### config.mk
export PLATFORM = sky130hd
export DESIGN_NAME = lights_out_timer
export DESIGN_NICKNAME = d
export VERILOG_FILES = /design/src/rtl/lights_out_timer_pkg.sv /design/src/rtl/lights_out_timer_bcd.sv /design/src/rtl/lights_out_timer.sv
export SDC_FILE = /design/constraint.sdc
export NUM_CORES = 1
export LEC_CHECK = 0
export ABC_AREA = 1
export BUFFER_PORTS_ARGS = -buffer_cell sky130_fd_sc_hd__clkbuf_2
export CAP_MARGIN = 20
export CORE_MARGIN = 5
export CORE_UTILIZATION = 50
export DETAILED_ROUTE_END_ITERATION = 16
export GPL_ROUTABILITY_DRIVEN = 0
export PLACE_DENSITY = 0.74
export SLEW_MARGIN = 20
export SYNTH_ARGS = -nofsm -noshare
export SYNTH_HDL_FRONTEND = slang
export SYNTH_HIERARCHICAL = 1
export SYNTH_SLANG_ARGS = --single-unit
### constraint.sdc
create_clock -name clk -period 2.2 [get_ports clk]
set_clock_uncertainty 0.2 [all_clocks]
set_input_delay 0.22 -clock clk [delete_from_list [all_inputs] [get_ports clk]]
set_output_delay 0.22 -clock clk [all_outputs]
set_load 0.01 [all_outputs]
### src/rtl/lights_out_timer_pkg.sv
// Shared constants and helpers for the lights-out reaction timer.
package lights_out_timer_pkg;

  localparam logic [1:0] ST_IDLE    = 2'd0;
  localparam logic [1:0] ST_COUNT   = 2'd1;
  localparam logic [1:0] ST_MEASURE = 2'd2;

  localparam logic [15:0] BCD_MAX = 16'h9999;

  // Four-digit BCD increment with decimal carry; holds at 9999.
  function automatic logic [15:0] bcd_inc(input logic [15:0] v);
    logic [15:0] r;
    logic        c;
    r = v;
    c = 1'b1;
    if (v != BCD_MAX) begin
      for (int i = 0; i < 4; i++) begin
        if (c) begin
          if (r[i*4 +: 4] == 4'd9) begin
            r[i*4 +: 4] = 4'd0;
          end else begin
            r[i*4 +: 4] = r[i*4 +: 4] + 4'd1;
            c = 1'b0;
          end
        end
      end
    end
    return r;
  endfunction

endpackage

### src/rtl/lights_out_timer_bcd.sv
// Four cascaded decade digits counting ms; saturates at 9999, clr beats en.
module bcd_counter4
  import lights_out_timer_pkg::*;
(
  input  logic        clk,
  input  logic        rst,
  input  logic        clr,
  input  logic        en,
  output logic [15:0] q
);

  logic [15:0] q_q;
  logic [15:0] q_d;

  // Next value: clear, increment with carry, or hold.
  always_comb begin
    q_d = q_q;
    if (clr)     q_d = 16'h0000;
    else if (en) q_d = bcd_inc(q_q);
  end

  // Counter register.
  always_ff @(posedge clk) begin
    if (rst) q_q <= 16'h0000;
    else     q_q <= q_d;
  end

  assign q = q_q;

endmodule

### src/rtl/lights_out_timer.sv
// Delay responder for the start-light sequencer: random delay, then reaction timing in BCD ms.
module lights_out_timer
  import lights_out_timer_pkg::*;
#(
  parameter int LFSR_W       = 14,
  parameter int MIN_DELAY_MS = 250
) (
  input  logic              clk,
  input  logic              rst,
  input  logic              tick,
  input  logic              start_delay,
  input  logic [LFSR_W-1:0] lfsr_value,
  input  logic              trigger,
  output logic              time_out,
  output logic [15:0]       reaction_bcd,
  output logic              reaction_valid,
  output logic              jump_start,
  output logic              busy
);

  localparam logic [LFSR_W-1:0] MIN_W = LFSR_W'(MIN_DELAY_MS);
  localparam logic [LFSR_W-1:0] ONE_W = LFSR_W'(1);

  logic [1:0]        state_q, state_d;
  logic [LFSR_W-1:0] cnt_q, cnt_d;
  logic              start_prev_q;
  logic              time_out_q, time_out_d;
  logic [15:0]       reaction_q, reaction_d;
  logic              valid_q, valid_d;
  logic              jump_q, jump_d;
  logic              busy_q;
  logic              bcd_clr, bcd_en;
  logic [15:0]       bcd_q;
  logic              start_rise;

  assign start_rise = start_delay & ~start_prev_q;

  bcd_counter4 u_bcd (
    .clk (clk),
    .rst (rst),
    .clr (bcd_clr),
    .en  (bcd_en),
    .q   (bcd_q)
  );

  // Sequencing: load delay on start edge, count ticks down, then time the reaction.
  always_comb begin
    state_d    = state_q;
    cnt_d      = cnt_q;
    time_out_d = time_out_q;
    reaction_d = reaction_q;
    valid_d    = 1'b0;
    jump_d     = jump_q;
    bcd_clr    = 1'b0;
    bcd_en     = 1'b0;
    case (state_q)
      ST_IDLE: begin
        if (start_rise) begin
          cnt_d   = (lfsr_value < MIN_W) ? MIN_W : lfsr_value;
          jump_d  = 1'b0;
          state_d = ST_COUNT;
        end
      end
      ST_COUNT: begin
        // Abort wins over an expiring tick in the same cycle.
        if (!start_delay) begin
          state_d = ST_IDLE;
        end else begin
          if (trigger) jump_d = 1'b1;
          if (tick) begin
            cnt_d = cnt_q - ONE_W;
            if (cnt_q == ONE_W) begin
              state_d    = ST_MEASURE;
              time_out_d = 1'b1;
              bcd_clr    = 1'b1;
            end
          end
        end
      end
      ST_MEASURE: begin
        bcd_en = tick;
        if (!start_delay) time_out_d = 1'b0;
        if (trigger) begin
          // Include a tick landing in the trigger cycle.
          reaction_d = tick ? bcd_inc(bcd_q) : bcd_q;
          valid_d    = 1'b1;
          time_out_d = 1'b0;
          state_d    = ST_IDLE;
        end
      end
      default: state_d = ST_IDLE;
    endcase
  end

  // State and output registers; all outputs come straight from flops.
  always_ff @(posedge clk) begin
    if (rst) begin
      state_q      <= ST_IDLE;
      cnt_q        <= '0;
      start_prev_q <= 1'b0;
      time_out_q   <= 1'b0;
      reaction_q   <= 16'h0000;
      valid_q      <= 1'b0;
      jump_q       <= 1'b0;
      busy_q       <= 1'b0;
    end else begin
      state_q      <= state_d;
      cnt_q        <= cnt_d;
      start_prev_q <= start_delay;
      time_out_q   <= time_out_d;
      reaction_q   <= reaction_d;
      valid_q      <= valid_d;
      jump_q       <= jump_d;
      busy_q       <= (state_d != ST_IDLE);
    end
  end

  assign time_out       = time_out_q;
  assign reaction_bcd   = reaction_q;
  assign reaction_valid = valid_q;
  assign jump_start     = jump_q;
  assign busy           = busy_q;

endmodule

# After elaboration in Yosys (flattened, before gate mapping)
# Index checks and enable logic that the tools add are counted.
totals:
  in_bits: 19
  wordCells: 109
  out_inout_bits: 20
  regBits: 53
op_classes:
  eq_ne: 14
  mux: 60
  reduce_logical: 14
  order_cmp: 1
  bitwise: 3
  addsub: 5
op_table:
  columns: ["op", "n"]
  rows:
  - ["14-bit two-way mux", 4]
  - ["1-bit two-way mux", 38]
  - ["16-bit two-way mux", 2]
  - ["4-bit two-way mux", 7]
  - ["14-bit one-hot mux with 2 select lines", 1]
  - ["4-bit by 1-bit adder with 4-bit output, second input constant", 4]
  - ["4-bit == test, second input constant", 4]
  - ["16-bit != test, second input constant", 1]
  - ["14-bit by 1-bit == test with 1-bit output, second input constant", 1]
  - ["14-bit by 8-bit less-than comparator with 1-bit output, second input constant", 1]
  - ["14-bit by 1-bit subtractor with 14-bit output, second input constant", 1]
  - ["2-bit two-way mux", 5]
  - ["2-bit != test, second input constant", 5]
  - ["3-bit AND reduction", 3]
  - ["4-bit AND reduction", 2]
  - ["2-bit one-hot mux with 3 select lines", 1]
  - ["2-bit nonzero test", 3]
  - ["5-bit AND reduction", 1]
  - ["1-bit one-hot mux with 2 select lines", 2]
  - ["2-bit AND reduction", 2]
  - ["2-bit OR reduction", 2]
  - ["3-bit != test, second input constant", 1]
  - ["2-bit by 1-bit == test with 1-bit output, second input constant", 1]
  - ["2-bit == test, second input constant", 1]
  - ["3 further kinds", 4]

# Depth between registers and ports, before layout
# Gate-level depths: netlist of run 1.
logic_depth:
  depth_word: 16
  depth_mapped: 11
  depth_no_buf: 11

# Hierarchy
# The synthesis of run 1 kept the hierarchy.
by_module_without_submodules:
  columns: ["mod", "area_per_inst_um2", "seq_area_each_um2", "cells_per_inst", "n_inst"]
  rows:
  - ["lights_out_timer", 2562.5, 740.7, 423, 1]
  - ["bcd_counter4", 943.4, 320.3, 143, 1]

# Worst setup path before layout of run 1
# No wires, ideal clock.
synth_path:
  path_kind: "flip-flop to flip-flop"
  from: "reg state_q[1]"
  to: "reg u_bcd.q_q[14], in the netlist u_bcd/q[14]"
  required_time_ps: 1882
  setup_slack_ps: 161
  arrival_ps: 1722
  stages_incl_launch_ff: 8
  period_less_slack_ps: 2039
  cell_sequence: "dfxtp_1 > inv_2 > nor2_4 > inv_1 > nor2_1 > nand4_4 > o21ai_0 > nor2_1"
synth_between:
  elab_chain_len: 3
synth_rtl:
  columns: ["element", "line_no", "text"]
  rows:
  - ["start: declaration", "lights_out_timer.sv:24", "logic [1:0] state_q, state_d;"]
  - ["start signal: assignment", "lights_out_timer.sv:107", "state_q <= state_d;"]
  - ["2-bit == test", "lights_out_timer.sv:56", "case (state_q)"]
  - ["1-bit two-way mux", "lights_out_timer.sv:56", null]
  - ["named net bcd_en", "lights_out_timer.sv:32", "logic bcd_clr, bcd_en;"]
  - ["3-bit AND reduction (no source line)", null, null]
  - ["end signal: assignment", "lights_out_timer_bcd.sv:25", "else q_q <= q_d;"]
  - ["end: declaration", "lights_out_timer_bcd.sv:12", "logic [15:0] q_q;"]
# The timed path passes the listed nets, and every way through them passes these cells.
# A chain may end at the register's enable or synchronous reset.

# Worst setup path after layout of run 1
layout_path:
  from: "in start_delay"
  to: "reg cnt_q[11]"
layout_between:
  elab_chain_len: 3
layout_rtl:
  columns: ["element", "line_no", "text"]
  rows:
  - ["start: declaration", "lights_out_timer.sv:11", "input logic start_delay,"]
  - ["1-bit AND", "lights_out_timer.sv:36", "assign start_rise = start_delay & ~start_prev_q;"]
  - ["2-bit != test (no source line)", null, null]
  - ["4-bit AND reduction (no source line) (*)", null, null]
  - ["end signal: assignment", "lights_out_timer.sv:108", "cnt_q <= cnt_d;"]
  - ["end: declaration", "lights_out_timer.sv:25", "logic [LFSR_W-1:0] cnt_q, cnt_d;"]
# Mark *: on every way between the ends. The rest lies on a longest branch, timed or not.

==> metrics.md, run 1 <==
| Metric | Value |
|---|---|
| Final min period | 2.055 ns |
| Vias | 3514 |
| Worst slew pin tran | 0.3957 ns |
| Upper clock frequency limit | 486.5 MHz |
| Port bufs | 38 |
| Final Slew Violations | 0 |
| Status | finished, final reports clean |
| Crit Path Category | in -> reg |
| Clock root cell | clkbuf_8 |
| Cell leakage power | 1.902 nW |
| Crit end category | register |
| HPWL after DPL | 6.165 mm |
| Worst R2R Start | state_q[0] |
| Core area | 0.006794 mm2 |
| Worst-path fanout max | 16 |
| Remaining antenna violation count | 0 |
| Cell row count | 30 |
| Critical path cell sequence | dlygate4sd3_1, clkbuf_2, inv_2, o21ai_2, nand3_2, inv_2, nand2_1, o21ai_0, a21oi_1 |
| Final worst-path cycle share | 0.9343 |
| Hold Crit Start | lfsr_value[0] |
| Mapped cell area | 0.003506 mm2 |
| First-pass GRT wire length | 14.12 mm |
| Worst reg2reg endpoint | cnt_q[11] |
| Cell depth of the worst flop-to-flop path | 8 |
| Worst path max stage delay | 0.53 ns |
| Placed instance area | 0.003782 mm2 |
| Total power | 1.993 mW |
| Distinct cell type count after synthesis | 36 |
| Die Y | 93.74 um |
| Initial antenna violation count | 0 |
| FF-to-FF setup slack | 0.27 ns |
| Hold Path End | cnt_q[0] |
| Final instance area | 0.003906 mm2 |
| Fin nets | 626 |
| I/O pins | 39 |
| WP depth | 9 |
| GRT Residual Overflow | 0 |
| Synth-to-layout area growth | 11.42% |
| Sequential share of the synthesized area | 0.3026 |
| TritonCTS Buffers | 5 |
| Layout cell share with drive strength beyond 1 | 0.1617 |
| Die footprint | 0.008786 mm2 |
| Flops & latches, synth | 53 |
| Clk_lat worst skew | 0.31 ns |
| Vias in the first global route | 3127 |
| Final Util | 0.5750 |
| Via density per instance | 5.006 |
| Syn Inst Count | 566 |
| YS warnings | 6 |
| Crit path DAT | 2.05 ns |
| Crit path from | start_delay |
| Syn_nets | 587 |
| DRT Pass-1 Iters | 5 |
| Maximum VDD drop | 217.8 uV |
| Largest net degree at the start of global routing | 28 |
| Relative slew slack | 0.7359 |
| Clock slew at reported path FFs | 0.09 ns |
| RSZ-0062 raised after global routing | no |
| Inserted Diodes | 0 |
| CP most frequent cell | inv_2 |
| Crit-path leading delay family | buffers and inverters |
| Die width | 93.74 um |
| Clock Sinks | 53 |
| Slowest CP cell | dlygate4sd3_1 |
| Final setup vio count | 0 |
| Hold path depth | 3 |
| FF+latch area | 0.001061 mm2 |
| Worst path bufs/invs | 4 |
| Syn_area_per_cell | 6.194 um2 |
| Hold Vio Cnt, Final | 0 |
| Area of the multi-input gates | 0.002057 mm2 |
| Overall routing resource usage | 0.1933 |
| Initial DRC count | 246 |
| Pwr dens | 510.2 mW/mm2 |
| Starting density of the core | 0.5160 |
| Routed wire length | 8.159 mm |
| CTS tree | built |
| Max H-tree Level | 2 |
| Drc violations | 0 |
| Fill cell count | 665 |
| Clk buf depth | 2 |
| WL/cell | 11.62 um |
| Setup repair bufs after CTS | 0 |
| Worst min-delay path category | in -> reg |
| Critical path launch point type | input port |
| CP required | 2.20 ns |
| Max cap viols | 0 |
## per-layer routing
metal  routed length (um)  up-vias  GRT usage
met5                    0        -          0
met4                   53        0    0.03851
met3                  398        5    0.03045
met2                 3618       81     0.3016
met1                 4089     1558     0.2819
li1                     -     1870          -
## synthesized netlist by cell type, drive strengths merged
cell	instances	area, um2
or2	2	12.51
clkinv	1	8.760
o211ai	6	50.05
a21oi	32	163.9
nor3	3	15.01
nand2	155	631.8
o21ai	57	289.0
ha	2	25.02
xnor2	1	8.760
o21a	8	60.06
inv	82	307.8
clkbuf	4	15.01
o22ai	1	6.260
xor2	2	17.52
buf	10	63.81
o21bai	4	30.03
nor2	93	432.9
o31ai	1	7.510
nand3	42	240.2
dfxtp	53	1061
nand4	7	58.81
## registers in the layout, indices dropped and copies added (netlist names)
name            cells
reaction_bcd       16
u_bcd/q            16
cnt_q              14
state_q             2
busy                1
jump_start          1
reaction_valid      1
start_prev_q        1
time_out            1
## cells by family after synthesis
kind of cell | synth area share
and+or+nand+nor | 0.3969
xor gates and xnor gates | 0.007496
buffers and inverters | 0.1128
DFF | 0.3026
adders and majority gates | 0.007137
AOI/OAI and AO/OA | 0.1731
## where the power goes
part	internal, mW	switching (mW)	total [mW]
clock network	0.256	0.332	0.588
logic	0.127	0.248	0.375
registers	0.998	0.0314	1.03
total	1.38	0.611	1.99
## cells in the final DEF, fill, tap and decap left out
master	count
a21oi_1	31
a21oi_2	1
buf_4	6
clkbuf_2	38
clkbuf_8	6
clkinv_2	1
clkinv_4	2
dfxtp_1	53
dlygate4sd3_1	2
ha_1	2
inv_1	70
inv_2	12
nand2_1	143
nand2_2	8
nand2_4	4
nand3_1	39
nand3_2	1
nand3_4	2
nand4_1	6
nand4_4	1
nor2_1	81
nor2_2	5
nor2_4	4
nor2_8	3
nor3_1	3
o211ai_1	5
o211ai_2	1
o21a_1	8
o21ai_0	47
o21ai_1	9
o21ai_2	1
o21bai_1	4
o22ai_1	1
o31ai_1	1
or2_2	2
xnor2_1	1
xor2_1	2
## repair_timing
item / 4_1_cts / 5_1_grt
endpoints found under the setup margin: 1 / 1
hold buffers: 2 / 0
gates resized for setup: 1 / 1
hold endpoints to repair: 2 / 0
## worst max path at each step
stage                              to
after floorplan           u_bcd/q[14]
after global placement     u_bcd/q[4]
after detailed placement   u_bcd/q[4]
after CTS                   cnt_q[11]
after global routing        cnt_q[11]
final                       cnt_q[11]
## layout make-up
type | instances | share of cell area
clock buffers | 6 | 0.02114
clock inverters | 2 | 0.003523
inverters | 83 | 0.08104
multi-input cells | 416 | 0.5266
flip-flops and latches | 53 | 0.2716
well taps | 96 | 0.03075
repair buffers | 46 | 0.06534
## stage by stage
step	setup WS (ns)	TNS, ns	std cells	hold slack [ns]
after floorplan	0.1607	0	566	0.08244
after global placement	0.03051	0	692	0.2521
after global routing	0.008333	0	702	0.01493
after CTS	0.1635	0	702	0.0004389
final	0.1446	0	702	0.009247
after detailed placement	-0.04651	-0.04651	692	0.2556
## worst min-delay path: cells and delay by family
kind	cells	cell delay (ns)
AOI/OAI and AO/OA	1	0.07
buffers and inverters	1	0.08
and+or+nand+nor	1	0.10
No activity file was read; power rests on OpenSTA's default activity.
==> inputs of run 2 (changes only) <==
--- a/config.mk
+++ b/config.mk
@@ -5,7 +5,6 @@
 export SDC_FILE = /design/constraint.sdc
 export NUM_CORES = 1
 export LEC_CHECK = 0
-export ABC_AREA = 1
 export BUFFER_PORTS_ARGS = -buffer_cell sky130_fd_sc_hd__clkbuf_2
 export CAP_MARGIN = 20
 export CORE_MARGIN = 5
==> run 2 against run 1 <==
Register-to-register slack got worse by 0.20 ns; final cell count shrank 22%; setup slack worse by 0.080 ns; routed wire length rose by 3.3%; largest power group unchanged; highest routed layer unchanged.
==> metrics.md, run 2 <==
| Metric | Value |
|---|---|
| Largest net degree at the start of global routing | 26 (-7.1%) |
| Vias in the first global route | 3199 (+2.3%) |
| DRT Pass-1 Iters | 5 (unchanged) |
| Max cap viols | 0 (unchanged) |
| Crit path from | u_bcd/q[1] |
| Fill cell count | 524 (-21%) |
| Layout cell share with drive strength beyond 1 | 0.2827 (+0.1210) |
| Total power | 1.890 mW (-5.1%) |
| Crit path DAT | 2.16 ns (+0.11 ns) |
| Final setup vio count | 0 (unchanged) |
| RSZ-0062 raised after global routing | yes |
| Cell row count | 28 (-6.7%) |
| Remaining antenna violation count | 0 (unchanged) |
| Total Neg Setup Slack | 0 ns (unchanged) |
| DP Worst Slack | -0.02995 ns (+0.01656 ns) |
| Clock root cell | clkbuf_8 |
| Relative slew slack | 0.5868 (-0.1490) |
| TritonCTS Buffers | 5 (unchanged) |
| Upper clock frequency limit | 468.4 MHz (-3.7%) |
| Via density per instance | 6.000 (+20%) |
| Crit Path Category | reg -> reg |
| Post-synth top cells | dfxtp_1, nor2_1, a21oi_1, nand2_1, o21ai_0 |
| Die footprint | 0.007876 mm2 (-10%) |
| Cell leakage power | 1.511 nW (-21%) |
| Initial antenna violation count | 0 (unchanged) |
| Most frequent cells in the layout | buf_4, dfxtp_1, clkbuf_2 |
| Max H-tree Level | 2 (unchanged) |
| Clk buf depth | 2 (unchanged) |
| Pwr dens | 487.8 mW/mm2 (-4.4%) |
| Final Slew Violations | 0 (unchanged) |
| Hold Path End | cnt_q[0] |
| Hold Vio Cnt, Final | 0 (unchanged) |
| Initial DRC count | 167 (-32%) |
| WL/cell | 15.36 um (+32%) |
| Post-synth EDFFs | 0 (unchanged) |
| Worst slew pin tran | 0.6197 ns (+0.2241 ns) |
| FF-to-FF setup slack | 0.07 ns (-0.20 ns) |
| Syn Inst Count | 393 (-31%) |
| Critical path launch point type | register |
| Worst min-delay path category | in -> reg |
| Crit end category | register |
| Cell depth of the worst flop-to-flop path | 4 (-4) |
| Mapped cell area | 0.003100 mm2 (-12%) |
| Sequential share of the synthesized area | 0.3422 (+0.03957) |
| Worst-path fanout max | 6 (-10) |
| I/O pins | 39 (unchanged) |
| Die width | 88.75 um (-5.3%) |
| CTS tree | built |
| Syn_nets | 414 (-29%) |
| Overall routing resource usage | 0.2254 (+0.03208) |
| Final Util | 0.6468 (+0.07187) |
| Distinct cell type count after synthesis | 66 (+83%) |
| Ys flop type | dfxtp_1 |
| Top cell type's share of synthesized area | 0.3422 (+0.03957) |
| Die Y | 88.75 um (-5.3%) |
| Fin nets | 494 (-21%) |
| Core area | 0.005991 mm2 (-12%) |
| Hold Crit Start | lfsr_value[0] |
| Vias | 3294 (-6.3%) |
| Maximum VDD drop | 295.7 uV (+36%) |
| Starting density of the core | 0.5175 (+0.001522) |
| GRT Residual Overflow | 0 (unchanged) |
| Count leader, synth | dfxtp_1 |
| Inserted Diodes | 0 (unchanged) |
| Routed wire length | 8.432 mm (+3.3%) |
| Worst reg2reg endpoint | reaction_bcd[11] |
| Share of flip-flops with an asynchronous set or reset | 0 (unchanged) |
| HPWL after DPL | 6.318 mm (+2.5%) |
| First-pass GRT wire length | 14.33 mm (+1.5%) |
| Final worst-path cycle share | 0.9704 (+0.03616) |
| Clock slew at reported path FFs | 0.10 ns (about the same) |
| Clk_lat worst skew | 0.31 ns (about the same) |
| Final setup margin | 0.06503 ns (-0.07954 ns) |
| Final min period | 2.135 ns (+0.07954 ns) |
| Dominant cells by area after synthesis | dfxtp_1, a21oi_1, nor2_1, o21ai_0, nand2_1 |
| CP required | 2.23 ns (+0.03 ns) |
| Clock Sinks | 53 (unchanged) |
| Flops & latches, synth | 53 (unchanged) |
| Synth-to-layout area growth | 24.98% |
| Syn_area_per_cell | 7.889 um2 (+27%) |
| Port bufs | 38 (unchanged) |
| Synth area leader | dfxtp_1 |
| Worst R2R Start | u_bcd/q[1] |
| Most common cell after layout, fill and taps aside | buf_4 |
| Status | finished, final reports clean |
| YS warnings | 6 (unchanged) |
| Drc violations | 0 (unchanged) |
| Hold path depth | 3 (unchanged) |
[run 2: worst max-delay path, stage by stage, from the launching register on]
cell	delay (ns)
dfxtp_2	0.33
or3b_4	0.41
or4_4	0.52
or4b_1	0.47
a31oi_1	0.13
[run 2: kinds of logic after synthesis]
group | count (synthesis) | synth area share
AND/OR/NAND/NOR | 169 | 0.3132
AO/OA/AOI/OAI | 120 | 0.2579
flip-flops | 53 | 0.3422
buffers and inverters | 40 | 0.05125
XOR/XNOR | 5 | 0.01413
multiplexers | 4 | 0.01332
adder cells (fa/ha/maj) | 2 | 0.008070
[run 2: area by class of cell]
| class | count | area [um2] | area share |
|---|---|---|---|
| sequential | 53 | 1066 | 0.2751 |
| clock inverter | 2 | 10.01 | 0.002583 |
| inverter | 19 | 71.32 | 0.01840 |
| timing repair buffer | 94 | 615.6 | 0.1589 |
| multi-input combinational | 300 | 1946 | 0.5021 |
| clock buffer | 6 | 72.57 | 0.01873 |
| tap | 75 | 93.84 | 0.02422 |
[run 2: where the power goes]
| part | internal [mW] | switching (mW) | leakage, nW |
|---|---|---|---|
| clock | 0.222 | 0.316 | 0.0450 |
| combinational | 0.160 | 0.189 | 1.03 |
| sequential | 0.987 | 0.0175 | 0.432 |
[run 2: worst max path at each step]
stage / cells after the start / endpoint
after floorplan: 5 / reaction_bcd[11]
after global placement: 8 / u_bcd/q[11]
after detailed placement: 6 / cnt_q[12]
after CTS: 8 / u_bcd/q[11]
after global routing: 4 / reaction_bcd[11]
final: 4 / reaction_bcd[11]
[run 2: through the flow]
step                      hold WS [ns]  cells  instance area, um2
after global routing           0.04519    549                3875
after detailed placement        0.2465    539                3705
final                          0.03211    549                3875
after floorplan                 0.1482    393                3104
after CTS                     0.001302    548                3825
after global placement          0.2400    539                3705
[run 2: per-layer routing]
layer  track usage  wire, um  share of wire  up-vias
met5             0         0              0        -
met3       0.03911       450          0.053       15
met4       0.08242       154          0.018        0
li1              -         -              -     1640
met2        0.3887      4058           0.48      102
met1        0.2802      3768           0.45     1537
[run 2: what timing repair did]
action / 4_1_cts / 5_1_grt
buffers inserted: 0 / 0
endpoints found under the setup margin: 3 / 18
cloned: 0 / 0
hold buffers: 1 / 1
resized for setup: 6 / 13
hold endpoints to repair: 1 / 1
pin swaps: 0 / 5
